`src/rtl/comparador_serial_der_izq.sv`:
```
// Bit-serial LSB-first unsigned comparator: done is high WIDTH+1 cycles after an accepted start, and start is ignored while busy.
// The optional registered agb/alb/aeb outputs are enabled with the macro COMPARADOR_FLAGS_EN.
module comparador_serial_der_izq #(
   parameter int WIDTH = 16
) (
   input  logic             clk,
   input  logic             rst,
   input  logic             start,
   input  logic [WIDTH-1:0] A,
   input  logic [WIDTH-1:0] B,
   input  logic             z,
   input  logic             y,
   output logic             busy,
   output logic             done,
   output logic             f
`ifdef COMPARADOR_FLAGS_EN
   ,
   output logic             agb,
   output logic             alb,
   output logic             aeb
`endif
);

   localparam int CW = $clog2(WIDTH) + 1;
   localparam logic [CW-1:0] LAST = CW'(WIDTH - 1);

   typedef enum logic [1:0] {IDLE, SHIFT, DONE} state_t;

   state_t           r_state;
   state_t           w_state_nxt;
   logic [WIDTH-1:0] r_sa;
   logic [WIDTH-1:0] r_sb;
   logic [CW-1:0]    r_cnt;
   logic [1:0]       r_sel;
   logic             r_gt;
   logic             r_eq;
   logic             r_f;
`ifdef COMPARADOR_FLAGS_EN
   logic             r_agb;
   logic             r_alb;
   logic             r_aeb;
`endif

   logic w_diff;
   logic w_gt_nxt;
   logic w_eq_nxt;
   logic w_lt_nxt;
   logic w_last;
   logic w_f_nxt;

   // The last bit pair is folded in combinationally so f is already valid in the DONE cycle.
   assign w_diff   = r_sa[0] ^ r_sb[0];
   assign w_gt_nxt = w_diff ? r_sa[0] : r_gt;
   assign w_eq_nxt = r_eq & ~w_diff;
   assign w_lt_nxt = ~w_gt_nxt & ~w_eq_nxt;
   assign w_last   = (r_state == SHIFT) && (r_cnt == LAST);

   always_comb begin
      w_f_nxt = 1'b0;
      case (r_sel)
         2'b00:   w_f_nxt = w_eq_nxt;
         2'b01:   w_f_nxt = w_gt_nxt;
         2'b10:   w_f_nxt = w_lt_nxt;
         default: w_f_nxt = ~w_eq_nxt;
      endcase
   end

   always_ff @(posedge clk) begin
      if (rst) r_state <= IDLE;
      else     r_state <= w_state_nxt;
   end

   always_comb begin
      w_state_nxt = r_state;
      case (r_state)
         IDLE:    if (start) w_state_nxt = SHIFT;
         SHIFT:   if (r_cnt == LAST) w_state_nxt = DONE;
         DONE:    w_state_nxt = IDLE;
         default: w_state_nxt = IDLE;
      endcase
   end

   always_ff @(posedge clk) begin
      if (rst) begin
         r_sa  <= '0;
         r_sb  <= '0;
         r_cnt <= '0;
         r_sel <= 2'b00;
         r_gt  <= 1'b0;
         r_eq  <= 1'b0;
         r_f   <= 1'b0;
      end else begin
         if (r_state == IDLE && start) begin
            r_sa  <= A;
            r_sb  <= B;
            r_sel <= {z, y};
            r_gt  <= 1'b0;
            r_eq  <= 1'b1;
            r_cnt <= '0;
         end else if (r_state == SHIFT) begin
            r_sa  <= {1'b0, r_sa[WIDTH-1:1]};
            r_sb  <= {1'b0, r_sb[WIDTH-1:1]};
            r_gt  <= w_gt_nxt;
            r_eq  <= w_eq_nxt;
            r_cnt <= r_cnt + CW'(1);
         end
         if (w_last) r_f <= w_f_nxt;
      end
   end

`ifdef COMPARADOR_FLAGS_EN
   always_ff @(posedge clk) begin
      if (rst) begin
         r_agb <= 1'b0;
         r_alb <= 1'b0;
         r_aeb <= 1'b0;
      end else if (w_last) begin
         r_agb <= w_gt_nxt;
         r_alb <= w_lt_nxt;
         r_aeb <= w_eq_nxt;
      end
   end

   assign agb = r_agb;
   assign alb = r_alb;
   assign aeb = r_aeb;
`endif

   assign busy = (r_state != IDLE);
   assign done = (r_state == DONE);
   assign f    = r_f;

endmodule

```
`config.mk`:
```
export PLATFORM = sky130hd
export DESIGN_NAME = comparador_serial_der_izq
export DESIGN_NICKNAME = d
export VERILOG_FILES = /design/src/rtl/comparador_serial_der_izq.sv
export SDC_FILE = /design/constraint.sdc
export NUM_CORES = 1
export LEC_CHECK = 0
export CAP_MARGIN = 5
export CORE_ASPECT_RATIO = 0.5
export CORE_MARGIN = 1.5
export CORE_UTILIZATION = 53
export DETAILED_ROUTE_END_ITERATION = 7
export GPL_TIMING_DRIVEN = 1
export HOLD_SLACK_MARGIN = 0.02
export PLACE_DENSITY_LB_ADDON = 0.25
export SLEW_MARGIN = 20
export SYNTH_ARGS = -nofsm -noshare
export SYNTH_HDL_FRONTEND = slang
export SYNTH_SLANG_ARGS = --single-unit
```
`constraint.sdc`:
```
create_clock -name clk -period 2.63 [get_ports clk]
set_clock_uncertainty 0.05 [all_clocks]
set_input_delay 0.263 -clock clk [delete_from_list [all_inputs] [get_ports clk]]
set_output_delay 0.263 -clock clk [all_outputs]
set_load 0.01 [all_outputs]
```
==> results.tsv, run 1 <==
metric	value	unit
worstPathBufferInverterCount	2	
drt-total-wl	3740	um
cts_setup_buffers	0	
core_area	0.00314	mm2
drive_gt1_frac	0.0615	
cts_tree	done	
avgSynthCellArea	8.66	um2
ir_drop	404	uV
cpMaxStageDelayCell	clkdlybuf4s50_1	
cp.required	2.75	ns
tightest_slew	0.639	ns
grt_max_degree	39	
first_pass_iters	4	
power_density	599	mW/mm2
rsz0062_at_grt	false	
placed_area	0.00218	mm2
drc	0	
max_stage_delay	0.48	ns
nNetsFinal	282	
p_clk_frac	0.313	
synthArstFlopShare	0	
place_ws	0.433	ns
die_x	85.9	um
fin_hold_ws	0.405	ns
internal_power	0.00102	W
num_antenna_cells	0	
cts.reportedPaths.clkPinSlew	0.08	ns
drv_slew	0	
layout_setup_ws	0.884	ns
p_switching	0.000344	W
min_path_type	register to register	
via_per_inst	5.47	
ctsHtreeMaxLevel	2	
yosys.cell_types.count	29	
yosysWarnings	0	
drt-initial-drc-count	106	
pin_count	40	
cp_cell_sequence	clkdlybuf4s50_1 -> nor3b_4 -> buf_4 -> or2_0 -> nor2_1	
combPwrFrac	0.150	
place_congestion	0.784	
post_cts_resized	0	
antenna_left	0	
synth_edf_count	0	
slew_headroom	0.573	
final_common_cell	dfxtp_1	
hpwl	2480	um
place_inst	276	
maxCapViolCount	0	
numCtsBuffers	5	
finalSetupViolations	0	
grt_pass1_wl	6230	um
path_class	input port to register	
ff_latch_area	881	um2
fmax	573	MHz
synth.net_count	249	
path_max_fanout	37	
cp.arrival	1.86	ns
finalSetupTns	0	ns
cts_hold_buf	0	
setup.worst_path.start_class	input port	
cp_top_family	buffers and inverters	
antenna_found_initial	0	
grt-ovfl-total	0	
syn_to_final_growth	25.0	%
cts.sinks	44	
start_util	0.580	
wl_per_cell	13.2	um
synth_flop_cell	dfxtp_1	
die_h	44.4	um
syn-instance-count	210	
finalHoldViolCount	0	
layout_common_cells	dfxtp_1, nand2_1, clkdlybuf4s50_1	
synth-seq-area-share	0.484	
power.switching_fraction	0.252	
grt_usage	0.212	
layout.cells.non_filler	284	
rows	14	
fillerInstances	254	
multiInputGateArea	827	um2
status	finished, final reports clean	
finalCriticalPeriod	1.75	ns
dr_total_vias	1554	
die_area	0.00381	mm2
ys_ff_latch	44	
clkLatencyLatePin	0.29	ns
cts_buffer_depth	2	
cts-root-buf	clkbuf_8	
io_buffer_count	39	
p_leak	0.805	nW
synth_area	0.00182	mm2
end_kind	register	
grt_pass1_vias	1408	
period_share	0.664	
final_area	0.00227	mm2
power_frac_seq	0.537	
## metal layers
metal  track usage  vias up  wire [um]
met2         0.354       33       1720
met4        0.0194        0          0
met5             0        -          0
met3        0.0858        0        175
met1         0.276      719       1850
li1              -      802          -
## cell families after synthesis
| kind of cell | Yosys count | synth area share |
|---|---|---|
| adder cells (fa/ha/maj) | 2 | 0.0138 |
| AND/OR/NAND/NOR | 67 | 0.160 |
| XOR/XNOR | 4 | 0.0193 |
| buffers and inverters | 19 | 0.0688 |
| flip-flops | 44 | 0.484 |
| AO/OA/AOI/OAI | 74 | 0.254 |
## power by group through the flow
stage	registers, W	clock network [W]	logic [W]
CTS	0.000732	0.000431	0.000205
detailed placement	0.000747	0	0.000203
global placement	0.000746	0	0.000198
global route	0.000738	0.000468	0.000226
floorplan	0.000741	0	0.000137
finish	0.000733	0.000426	0.000205
## path summary, 6_finish.rpt
path | startpoint | endpoint | slack (ns) | cells after the start
max | start | r_cnt[3] | 0.88 | 5
min | r_sa[9] | r_sa[9] | 0.41 | 2
max reg2reg | r_state[1] | r_cnt[3] | 0.96 | 4
min reg2reg | r_sa[9] | r_sa[9] | 0.41 | 2
## state kept, by name, indices dropped and copies added, names as in the netlist
| name | flops |
|---|---|
| r_state | 2 |
| r_sb | 16 |
| r_sel | 2 |
| f | 1 |
| r_eq | 1 |
| r_cnt | 5 |
| r_gt | 1 |
| r_sa | 16 |
## Yosys cell counts (3+ instances only)
cell type | count | area [um2]
a21oi_1 | 37 | 185
nand2_1 | 39 | 146
o21ai_0 | 3 | 15.0
a22oi_1 | 30 | 225
buf_6 | 5 | 56.3
buf_4 | 3 | 22.5
nand3_1 | 4 | 20.0
nor2_1 | 14 | 52.6
clkbuf_1 | 3 | 11.3
dfxtp_1 | 44 | 881
inv_1 | 3 | 11.3
buf_2 | 4 | 20.0
## tightest hold or removal path, stage by stage, from the launching register on
cell	delay [ns]
dfxtp_1	0.31
nand2_1	0.05
a21oi_1	0.05
## per-stage QoR
| step | total power, W | util |
|---|---|---|
| 6_report | 0.00136 | 0.725 |
| 5_1_grt | 0.00143 | 0.725 |
| 4_1_cts | 0.00137 | 0.724 |
| 3_5_place_dp | 0.000951 | 0.694 |
| 3_3_place_gp | 0.000944 | 0.694 |
| 2_1_floorplan | 0.000878 | - |
## layout make-up
cell class              count  area share
flip-flops and latches     44       0.387
multi-input cells         147       0.364
repair buffers             42       0.182
clock buffers               6      0.0363
well taps                  40      0.0220
inverters                   3     0.00495
clock inverters             2     0.00440
No activity file was read; power rests on OpenSTA's default activity.
==> run 2: changes to the inputs <==
--- a/config.mk
+++ b/config.mk
@@ -8,7 +8,7 @@
 export CAP_MARGIN = 5
 export CORE_ASPECT_RATIO = 0.5
 export CORE_MARGIN = 1.5
-export CORE_UTILIZATION = 53
+export CORE_UTILIZATION = 45
 export DETAILED_ROUTE_END_ITERATION = 7
 export GPL_TIMING_DRIVEN = 1
 export HOLD_SLACK_MARGIN = 0.02
==> constraint.sdc (replaced) <==
create_clock -name clk -period 1.6 [get_ports clk]
set_clock_uncertainty 0.05 [all_clocks]
set_input_delay 0.16 -clock clk [delete_from_list [all_inputs] [get_ports clk]]
set_output_delay 0.16 -clock clk [all_outputs]
set_load 0.01 [all_outputs]
==> run 2 against run 1 <==
Net effect:
- combinational power increased by 78%
- worst hold slack got worse by 0.029 ns
- first-iteration DRC count is 41% lower
- highest routed layer is now met4
==> results.tsv, run 2 (synthesis gave the netlist of run 1 again) <==
metric	value	unit
rows	16	
antenna_left	0	
grt_pass1_vias	1286	
setup.worst_path.start_class	register	
cp_top_family	buffers and inverters	
path_class	register to output pin	
wl_per_cell	12.2	um
drv_slew	0	
cts-root-buf	clkbuf_8	
maxCapViolCount	0	
path_max_fanout	5	
nNetsFinal	290	
layout.cells.non_filler	306	
finalHoldViolCount	0	
cpMaxStageDelayCell	clkdlybuf4s50_1	
cp_cell_sequence	nor2b_1 -> clkdlybuf4s50_1	
grt_max_degree	33	
finalSetupTns	0	ns
fillerInstances	349	
max_stage_delay	0.53	ns
cts_buffer_depth	2	
ff_latch_area	886	um2
cts.sinks	44	
multiInputGateArea	825	um2
syn_to_final_growth	31.7	%
via_per_inst	5.08	
io_buffer_count	39	
place_ws	0.0381	ns
drt-initial-drc-count	63	
min_path_type	input port to register	
ir_drop	476	uV
power	0.00245	W
numCtsBuffers	5	
cp.required	1.39	ns
grt_usage	0.170	
end_kind	output pin	
grt_pass1_wl	5880	um
fmax	651	MHz
pin_count	40	
clkLatencyLatePin	0.29	ns
tightest_slew	0.271	ns
first_pass_iters	4	
start_util	0.468	
finalSetupViolations	0	
slew_headroom	0.818	
drc	0	
dr_total_vias	1554	
core_area	0.00388	mm2
die_x	92.9	um
cp.arrival	1.33	ns
hpwl	2590	um
finalCriticalPeriod	1.54	ns
die_area	0.00446	mm2
num_antenna_cells	0	
antenna_found_initial	0	
cts.reportedPaths.clkPinSlew	0.09	ns
layout_setup_ws	0.0639	ns
cts_hold_buf	0	
grt-ovfl-total	0	
p_leak	0.858	nW
cts_tree	done	
layout_common_cells	dfxtp_1, nand2_1, clkdlybuf4s50_1	
place_congestion	0.823	
power_density	1020	mW/mm2
ctsHtreeMaxLevel	2	
die_h	48.0	um
largest_registers	r_sa (16), r_sb (16), r_cnt (5)	
drt-total-wl	3750	um
rsz0062_at_grt	false	
place_inst	298	
final_common_cell	dfxtp_1	
status	finished, final reports clean	
worstPathBufferInverterCount	1	
drive_gt1_frac	0.103	
period_share	0.960	
[run 2: changes by cell type in the layout (fill, tap and decap cells not counted)]
cell,change
buf_4,+7
clkinv_2,-2
dfxtp_1,-2
nor2_2,+2
buf_12,+1
bufinv_16,+1
clkinv_4,+1
dfxtp_2,+1
dfxtp_4,+1
nor2_1,-1
nor2_4,-1
[run 2: metrics by stage]
step / instance area [um2] / hold slack (ns) / utilization
floorplan: 1820 / 0.246 / -
global placement: 2270 / 0.392 / 0.584
detailed placement: 2270 / 0.397 / 0.584
CTS: 2390 / 0.377 / 0.616
global route: 2400 / 0.366 / 0.617
finish: 2400 / 0.377 / 0.617
[run 2: worst register-to-register path: stages, from the launching register on]
cell and delay (ns):
dfxtp_1 0.34, ha_1 0.21, and3_1 0.18, ha_1 0.22, nand2_1 0.10, nor2_1 0.05
a32o_1 0.22
[run 2: final timing paths]
kind               from        to  slack (ns)  depth (start not counted)
max          r_state[1]      done        0.06                          2
min               B[15]  r_sb[15]        0.38                          3
max reg2reg    r_cnt[0]         f        0.11                          6
min reg2reg     r_sa[7]   r_sa[7]        0.41                          2
[run 2: power by group]
part,internal [W],total [W],switching (W)
Sequential,0.00116,0.00120,0.0000412
Clock,0.000510,0.000880,0.000369
Combinational,0.000193,0.000365,0.000172
[run 2: area by class of cell]
cell class                      instances  share of cell area
Tap cell                               54              0.0282
Timing Repair Buffer                   50               0.203
Clock inverter                          2              0.0162
Multi-Input combinational cell        147               0.344
Clock buffer                            6              0.0345
Inverter                                3             0.00470
Sequential cell                        44               0.370
[run 2: layer usage]
metal / global-route usage / routed length, um / up-vias
met2: 0.276 / 1650 / 21
met4: 0.0485 / 8 / 0
met3: 0.0429 / 149 / 2
met5: 0 / 0 / -
met1: 0.231 / 1940 / 714
li1: - / - / 817
[run 2: timing repair]
action,CTS,global route
setup endpoints to repair,2,2
gates resized for setup,2,2
cloned,0,0
setup buffers,0,0
==> run 3: changes to the inputs <==
--- a/config.mk
+++ b/config.mk
@@ -8,7 +8,7 @@
 export CAP_MARGIN = 5
 export CORE_ASPECT_RATIO = 0.5
 export CORE_MARGIN = 1.5
-export CORE_UTILIZATION = 45
+export CORE_UTILIZATION = 34
 export DETAILED_ROUTE_END_ITERATION = 7
 export GPL_TIMING_DRIVEN = 1
 export HOLD_SLACK_MARGIN = 0.02
==> run 3 against run 2 <==
Net effect:
- core utilization down 15 points
- largest cell class unchanged
- global-route usage fell by 2.2 points
- die area rose by 31%
- non-clock buffer count shrank 5
==> results.tsv, run 3 (synthesis gave the netlist of run 1 again) <==
metric	value	unit
finalSetupViolations	0	
ctsHtreeMaxLevel	2	
core_area	0.00504	mm2
power_density	1010	mW/mm2
syn_to_final_growth	30.2	%
end_kind	register	
cts_tree	done	
final_common_cell	dfxtp_1	
rows	18	
finalCriticalPeriod	1.47	ns
fmax	682	MHz
rsz0062_at_grt	true	
grt-ovfl-total	0	
clkLatencyLatePin	0.30	ns
numCtsBuffers	5	
fillerInstances	504	
start_util	0.361	
nNetsFinal	285	
place_congestion	0.708	
drc	0	
path_class	register to register	
drt-total-wl	3910	um
power	0.00239	W
cp.required	1.79	ns
maxCapViolCount	0	
cp.arrival	1.65	ns
drt-initial-drc-count	75	
dr_total_vias	1544	
min_path_type	input port to register	
cts.sinks	44	
largest_registers	r_sa (16), r_sb (16), r_cnt (5)	
grt_max_degree	39	
drv_slew	0	
die_x	106	um
period_share	0.917	
first_pass_iters	4	
cts_buffer_depth	2	
cts.reportedPaths.clkPinSlew	0.08	ns
place_ws	-0.220	ns
hpwl	2550	um
pin_count	40	
die_h	54.7	um
via_per_inst	4.87	
tightest_slew	0.668	ns
layout_common_cells	dfxtp_1, nand2_1, clkdlybuf4s50_1	
num_antenna_cells	0	
slew_headroom	0.554	
io_buffer_count	39	
ir_drop	413	uV
antenna_left	0	
grt_pass1_wl	6530	um
setup.worst_path.start_class	register	
grt_pass1_vias	1452	
antenna_found_initial	0	
die_area	0.00583	mm2
layout_setup_ws	0.133	ns
wl_per_cell	12.3	um
grt_usage	0.149	
cts-root-buf	clkbuf_8	
drive_gt1_frac	0.0891	
path_max_fanout	30	
finalHoldViolCount	0	
p_leak	0.834	nW
status	finished, final reports clean	
## run 3: layer usage
| metal | GRT usage | vias to the layer above | share of wire |
|---|---|---|---|
| met4 | 0.0600 | 0 | 0.014 |
| met5 | 0 | - | 0 |
| met2 | 0.252 | 27 | 0.45 |
| li1 | - | 804 | - |
| met1 | 0.182 | 706 | 0.49 |
| met3 | 0.0452 | 7 | 0.053 |
## run 3: cell type report
cell class                      count  area, um2  share of cell area
Timing Repair Buffer               45        440               0.186
Clock buffer                        6       72.6              0.0306
Clock inverter                      2       35.0              0.0148
Tap cell                           70       87.6              0.0370
Inverter                            3       11.3             0.00475
Multi-Input combinational cell    147        838               0.354
Sequential cell                    44        883               0.373
## run 3: what timing repair did
item / in CTS / in global routing
hold endpoints to repair: 0 / 0
hold buffers: 0 / 0
setup buffers: 0 / 0
endpoints found under the setup margin: 3 / 10
resized for setup: 4 / 5
## run 3: critical path, stage by stage, from the launching register on
cell and delay, ns:
dfxtp_2 0.35, nor2b_2 0.18, nor2_4 0.52, nand2_1 0.14, a21oi_2 0.16
## run 3: power breakdown
group	internal, W	leakage, nW	switching, W	total [W]
clock	0.000463	0.0552	0.000367	0.000831
combinational	0.000177	0.417	0.000174	0.000351
sequential	0.00116	0.362	0.0000400	0.00120
total	0.00180	0.834	0.000581	0.00239
## run 3: metrics by stage
| stage | std cells | setup TNS [ns] | util | instance area, um2 | hold slack [ns] |
|---|---|---|---|---|---|
| 3_5_place_dp | 309 | -4.91 | 0.444 | 2240 | 0.396 |
| 5_1_grt | 317 | 0 | 0.469 | 2370 | 0.381 |
| 3_3_place_gp | 309 | -15.23 | 0.443 | 2240 | 0.391 |
| 6_report | 317 | 0 | 0.469 | 2370 | 0.376 |
| 2_1_floorplan | 210 | 0 | - | 1820 | 0.246 |
| 4_1_cts | 317 | 0 | 0.466 | 2350 | 0.369 |
## run 3: final timing paths
check                           startpoint       end  slack (ns)  depth (start not counted)
worst max-delay path            r_state[0]   r_sb[9]        0.13                          4
worst min register to register    r_sa[10]  r_sa[10]        0.41                          2
worst min-delay path                     z  r_sel[1]        0.38                          3
worst max register to register  r_state[0]   r_sb[9]        0.13                          4
